File: src/rtl/rgb444_pixel_packer.sv
// Camera byte-pair to RGB444 pixel packer with frame markers and geometry check.
// Bytes are qualified combinationally by href/byte_valid; vsync/href edges come from a one-deep sample history.
module rgb444_pixel_packer #(
  parameter int IMG_WIDTH  = 320,
  parameter int IMG_HEIGHT = 240
) (
  input  logic        clk,
  input  logic        reset_n,
  input  logic        vsync,
  input  logic        href,
  input  logic        byte_valid,
  input  logic [7:0]  byte_in,
  output logic [11:0] data_out,
  output logic        pixel_valid,
  output logic        startofpacket,
  output logic        endofpacket,
  output logic        frame_error,
  output logic [15:0] frame_count
);

  localparam int COL_W = $clog2(IMG_WIDTH + 1);
  localparam int ROW_W = $clog2(IMG_HEIGHT + 2);
  localparam logic [COL_W-1:0] COL_MAX = COL_W'(IMG_WIDTH);
  localparam logic [ROW_W-1:0] ROW_MAX = ROW_W'(IMG_HEIGHT);
  localparam logic [ROW_W-1:0] ROW_SAT = ROW_W'(IMG_HEIGHT + 1);

  typedef enum logic [1:0] {
    WAIT_VSYNC = 2'd0,
    BLANK      = 2'd1,
    FRAME      = 2'd2
  } state_t;

  state_t           state_q, state_d;
  logic             vs_q, vs_d, vs_prev_q, vs_prev_d;
  logic             hr_q, hr_d, hr_prev_q, hr_prev_d;
  logic [COL_W-1:0] col_q, col_d;
  logic [ROW_W-1:0] row_q, row_d;
  logic             phase_q, phase_d;
  logic [3:0]       red_q, red_d;
  logic             err_q, err_d;
  logic [11:0]      data_q, data_d;
  logic             pv_q, pv_d;
  logic             sop_q, sop_d;
  logic             eop_q, eop_d;
  logic             ferr_q, ferr_d;
  logic [15:0]      fcnt_q, fcnt_d;

  logic vs_rise, vs_fall, hr_fall, line_close, frame_bad;

  assign vs_rise = vs_q & ~vs_prev_q;
  assign vs_fall = ~vs_q & vs_prev_q;
  assign hr_fall = ~hr_q & hr_prev_q;
  // A vsync rise with the line still open closes that line first.
  assign line_close = hr_fall | (vs_rise & hr_q);

  always_comb begin
    state_d   = state_q;
    vs_d      = vsync;
    vs_prev_d = vs_q;
    hr_d      = href;
    hr_prev_d = hr_q;
    col_d     = col_q;
    row_d     = row_q;
    phase_d   = phase_q;
    red_d     = red_q;
    err_d     = err_q;
    data_d    = data_q;
    pv_d      = 1'b0;
    sop_d     = 1'b0;
    eop_d     = 1'b0;
    ferr_d    = ferr_q;
    fcnt_d    = fcnt_q;
    frame_bad = 1'b0;

    case (state_q)
      WAIT_VSYNC: begin
        if (vs_q) state_d = BLANK;
      end

      BLANK: begin
        if (vs_fall) begin
          sop_d   = 1'b1;
          col_d   = '0;
          row_d   = '0;
          phase_d = 1'b0;
          err_d   = 1'b0;
          state_d = FRAME;
        end
      end

      FRAME: begin
        if (line_close) begin
          if (col_q != COL_MAX || phase_q) err_d = 1'b1;
          if (row_q != ROW_SAT) row_d = row_q + ROW_W'(1);
          col_d   = '0;
          phase_d = 1'b0;
        end

        if (vs_rise) begin
          frame_bad = err_d | (row_d != ROW_MAX);
          err_d     = frame_bad;
          ferr_d    = frame_bad;
          eop_d     = 1'b1;
          fcnt_d    = fcnt_q + 16'd1;
          state_d   = BLANK;
        end else if (href && byte_valid) begin
          // Decisions use the post-close column/phase so a byte in the close cycle starts a fresh line.
          if (col_d >= COL_MAX || row_d >= ROW_MAX) begin
            err_d = 1'b1;
          end else if (!phase_d) begin
            red_d   = byte_in[3:0];
            phase_d = 1'b1;
          end else begin
            data_d  = {red_q, byte_in};
            pv_d    = 1'b1;
            phase_d = 1'b0;
            col_d   = col_q + COL_W'(1);
          end
        end
      end

      default: state_d = WAIT_VSYNC;
    endcase
  end

  always_ff @(posedge clk or negedge reset_n) begin
    if (!reset_n) begin
      state_q   <= WAIT_VSYNC;
      vs_q      <= 1'b0;
      vs_prev_q <= 1'b0;
      hr_q      <= 1'b0;
      hr_prev_q <= 1'b0;
      col_q     <= '0;
      row_q     <= '0;
      phase_q   <= 1'b0;
      red_q     <= 4'd0;
      err_q     <= 1'b0;
      data_q    <= 12'd0;
      pv_q      <= 1'b0;
      sop_q     <= 1'b0;
      eop_q     <= 1'b0;
      ferr_q    <= 1'b0;
      fcnt_q    <= 16'd0;
    end else begin
      state_q   <= state_d;
      vs_q      <= vs_d;
      vs_prev_q <= vs_prev_d;
      hr_q      <= hr_d;
      hr_prev_q <= hr_prev_d;
      col_q     <= col_d;
      row_q     <= row_d;
      phase_q   <= phase_d;
      red_q     <= red_d;
      err_q     <= err_d;
      data_q    <= data_d;
      pv_q      <= pv_d;
      sop_q     <= sop_d;
      eop_q     <= eop_d;
      ferr_q    <= ferr_d;
      fcnt_q    <= fcnt_d;
    end
  end

  assign data_out      = data_q;
  assign pixel_valid   = pv_q;
  assign startofpacket = sop_q;
  assign endofpacket   = eop_q;
  assign frame_error   = ferr_q;
  assign frame_count   = fcnt_q;

endmodule
File: config.mk
export PLATFORM = sky130hd
export DESIGN_NAME = rgb444_pixel_packer
export DESIGN_NICKNAME = d
export VERILOG_FILES = /design/src/rtl/rgb444_pixel_packer.sv
export SDC_FILE = /design/constraint.sdc
export NUM_CORES = 1
export LEC_CHECK = 0
export CAP_MARGIN = 20
export CORE_ASPECT_RATIO = 1.25
export CORE_UTILIZATION = 41
export CTS_BUF_LIST = sky130_fd_sc_hd__clkbuf_8
export DETAILED_ROUTE_END_ITERATION = 6
export MAX_ROUTING_LAYER = met4
export SYNTH_ARGS = -nofsm -noshare
export SYNTH_HDL_FRONTEND = slang
export SYNTH_SLANG_ARGS = --single-unit
export TNS_END_PERCENT = 10
File: constraint.sdc
create_clock -name clk -period 7 [get_ports clk]
set_clock_uncertainty 0.2 [all_clocks]
set_input_delay 1.4 -clock clk [delete_from_list [all_inputs] [get_ports clk]]
set_output_delay 1.4 -clock clk [all_outputs]
set_load 0.05 [all_outputs]
==> flow_summary.ini <==
[outcome]
outcome = finished clean

[power]
ir_drop_mv = 0.131
p_sw_share_pct = 29.6
pwr-share-clk_pct = 39.1
cellPowerDensity_mw_per_mm2 = 222
p_switching_uw = 250
p_leak_nw = 1.68
power.share.combinational_pct = 14.6
share_seq_of_total_power_pct = 46.3
design_power_total_uw = 846
p_int_uw = 596

[timing]
fin_crit_sh_pct = 46.6
endpoints_failing_setup = 0
setup_tns_ns = 0
finalHoldWorstSlack_ns = 0.263
timing.fmax_mhz = 306
drv_slew = 0
rsz0062_at_grt = false
min_period_ns = 3.26
worst_slew_margin_rel_pct = 38.6
worst_slew_pin_slew_ns = 0.918
final_hold_viol_count = 0

[global_routing]
global_route_wire_length_before_repair_mm = 11.2
number_of_global_route_vias_before_repair = 2310
use_met1_pct = 23.4
antenna_violations_before_repair = 0
grt_start_max_net_pins = 62
overflow = 0
globalRouteTotalUtil_pct = 19.3
most_crowded_layer_gr = met2
global_route.usage.met2_pct = 29.6
global_route.usage.met3_pct = 4.72

[synthesis]
synth_top_area_cell = sky130_fd_sc_hd__dfrtp_1
number_of_synthesized_register_bits = 61
synth.yosys.seq_area_share_pct = 49.5
synthesis.area_mm2 = 0.00308
syn-instance-count = 293
synth_async_sr_flop_share_pct = 100
synth_edf_count = 0
synth_largest_type_area_fraction_pct = 49.5
synth_cell_type_count = 53
synth_fp_nets = 313
synth.yosys.warnings = 0
syn-mean-instance-area_um2 = 10.5
post_synth_main_area_contributors = sky130_fd_sc_hd__dfrtp_1 (50%), sky130_fd_sc_hd__mux2_4 (4.4%), sky130_fd_sc_hd__nand2_1 (4.1%), sky130_fd_sc_hd__xnor2_1 (3.1%), sky130_fd_sc_hd__ha_1 (2.8%)
postSynth.topFlopCell = sky130_fd_sc_hd__dfrtp_1

[clock_tree]
clk_transition_reported_paths_ns = 0.08
cts-htree-levels = 3
cts.sink_count = 61
cts-resized-gates = 0
cts_tree = built
cts_post_setup_buffers_inserted = 0
cts.hold.buffers_added = 0
insertion_delay_ns = 0.35
clk_path_buf_depth = 2
tritoncts.num_buffers = 9
clk_root_buffer_cell = sky130_fd_sc_hd__clkbuf_8

[layout]
layout-area-overhead-vs-synth_pct = 23.6
finish.utilization_pct = 52.1
post_route_cells_drive_above_1_share_pct = 11.0
design.final.nets = 361
number_of_diodes_added_for_antenna_fixing = 0

[routing]
detailedRoute.firstIterationViolations = 131
drc = 0
antenna_violating_nets_remaining = 0
detailedRoute.firstPassIterationCount = 4
avgViaCountPerCell = 5.50
finalWirelength_mm = 6.70
route.detailed.wl_per_inst_um = 15.3
route.vias.total = 2409

[flow_run]
cap_violations = 0

[worst_hold_path]
hold_depth = 0
hp-start = hr_prev_d
hold_path.class = flip-flop to flip-flop
min_delay_worst_endpoint = hr_prev_q

[worst_setup_path]
critical_path_required_ns = 7.03
worst_setup_start_kind = primary input
reg2regPathDepth = 8
worstReg2RegEnd = red_q[0]
critPathCaptureType = flip-flop
timing_worst_setup_path_type = primary input to flip-flop
reg2reg_setup_slack_ns = 4.40
worstReg2RegStart = row_q[0]
crit_path_max_fanout = 4
cp.arrival_ns = 3.29

[floorplan]
die_area_mm2 = 0.00787
die_height_um = 98.9
dieWidth_um = 79.5
floorplan.rows = 35
initial_utilization_pct = 42.1
boundaryPins = 45
fp.coreArea_mm2 = 0.00731

[placed_design]
routabilityCongestion = 0.872
post-dp-hpwl_mm = 4.66
place.port_buffers = 44
==> per-stage QoR <==
stage | area (µm²) | setup WS [ns] | std cells
6_report | 3810 | 3.74 | 438
3_5_place_dp | 3600 | 3.38 | 422
5_1_grt | 3810 | 3.62 | 438
4_1_cts | 3810 | 3.74 | 438
3_3_place_gp | 3600 | 3.44 | 422
2_1_floorplan | 3080 | 4.07 | 293
==> placed cells by master, fill, tap and decap left out, drive strengths merged, types with 11 or more instances in the layout <==
cell type,n
nand2,34
nor3,11
clkdlybuf4s50,43
o21ai,17
nand3,12
mux2,17
dfrtp,61
xnor2,11
inv,11
nor2,19
==> cell usage after synthesis, types with 4 or more instances <==
cell / n
sky130_fd_sc_hd__a21oi_1: 8
sky130_fd_sc_hd__a22oi_1: 5
sky130_fd_sc_hd__a31oi_1: 7
sky130_fd_sc_hd__and3_1: 7
sky130_fd_sc_hd__clkbuf_1: 7
sky130_fd_sc_hd__dfrtp_1: 61
sky130_fd_sc_hd__ha_1: 7
sky130_fd_sc_hd__inv_1: 7
sky130_fd_sc_hd__mux2_1: 7
sky130_fd_sc_hd__mux2_4: 9
sky130_fd_sc_hd__nand2_1: 34
sky130_fd_sc_hd__nand3_1: 11
sky130_fd_sc_hd__nand4_1: 6
sky130_fd_sc_hd__nor2_1: 19
sky130_fd_sc_hd__nor2b_1: 4
sky130_fd_sc_hd__nor3_1: 10
sky130_fd_sc_hd__nor4_1: 4
sky130_fd_sc_hd__nor4b_1: 4
sky130_fd_sc_hd__o21ai_0: 10
sky130_fd_sc_hd__o21ai_1: 6
sky130_fd_sc_hd__xnor2_1: 11
sky130_fd_sc_hd__xor2_1: 5
==> layer usage <==
layer / wire (µm) / share of wire (%) / up-vias
met5: 0 / 0 / -
met4: 196 / 2.9 / 0
met3: 351 / 5.2 / 17
met2: 3170 / 47 / 87
met1: 2980 / 45 / 1150
li1: - / - / 1155
==> how the worst max path moves through the flow <==
stage | slack, ns | to | from
after global placement | 3.44 | col_q[5] | href
after CTS | 3.74 | frame_count[8] | frame_count[8]
after global routing | 3.62 | col_q[5] | href
after floorplan | 4.07 | col_q[5] | href
after detailed placement | 3.38 | col_q[5] | href
final | 3.74 | col_q[7] | href
==> worst max-delay path: stages <==
cell                              delay (ns)
sky130_fd_sc_hd__clkdlybuf4s50_1        0.51
sky130_fd_sc_hd__nand2_1                0.13
sky130_fd_sc_hd__or3_1                  0.34
sky130_fd_sc_hd__or3_1                  0.42
sky130_fd_sc_hd__nor3b_1                0.36
sky130_fd_sc_hd__o21ai_1                0.14
==> flip-flops by register name, indices dropped and copies added (netlist names) <==
signal / flops
phase_q: 1
vs_prev_q: 1
hr_prev_d: 1
vs_prev_d: 1
err_q: 1
col_q: 9
row_q: 8
pixel_valid: 1
endofpacket: 1
hr_prev_q: 1
frame_error: 1
frame_count: 16
startofpacket: 1
data_out: 12
state_q: 2
red_q: 4
==> power by group through the flow <==
stage	registers (mW)	clock network, mW	logic (mW)
floorplan	0.432	0	0.0418
finish	0.392	0.331	0.123
detailed placement	0.399	0	0.125
CTS	0.392	0.340	0.125
global placement	0.397	0	0.124
global route	0.395	0.357	0.134
==> area by class of cell <==
cell class	instances	area (µm²)
Fill cell	650	3500
Sequential cell	61	1530
Multi-Input combinational cell	215	1480
Timing Repair Buffer	45	443
Clock buffer	10	138
Tap cell	92	115
Clock inverter	6	70.1
Inverter	9	33.8
==> cell families after synthesis <==
logic type	after synthesis	synth area share [%]
mux	19	7.96
buf+inv	17	2.31
compound gates	52	11.9
fa+ha+maj	7	2.84
xor+xnor	16	4.55
simple gates	121	20.9
flops	61	49.5
(Power assumes the default switching activity.)
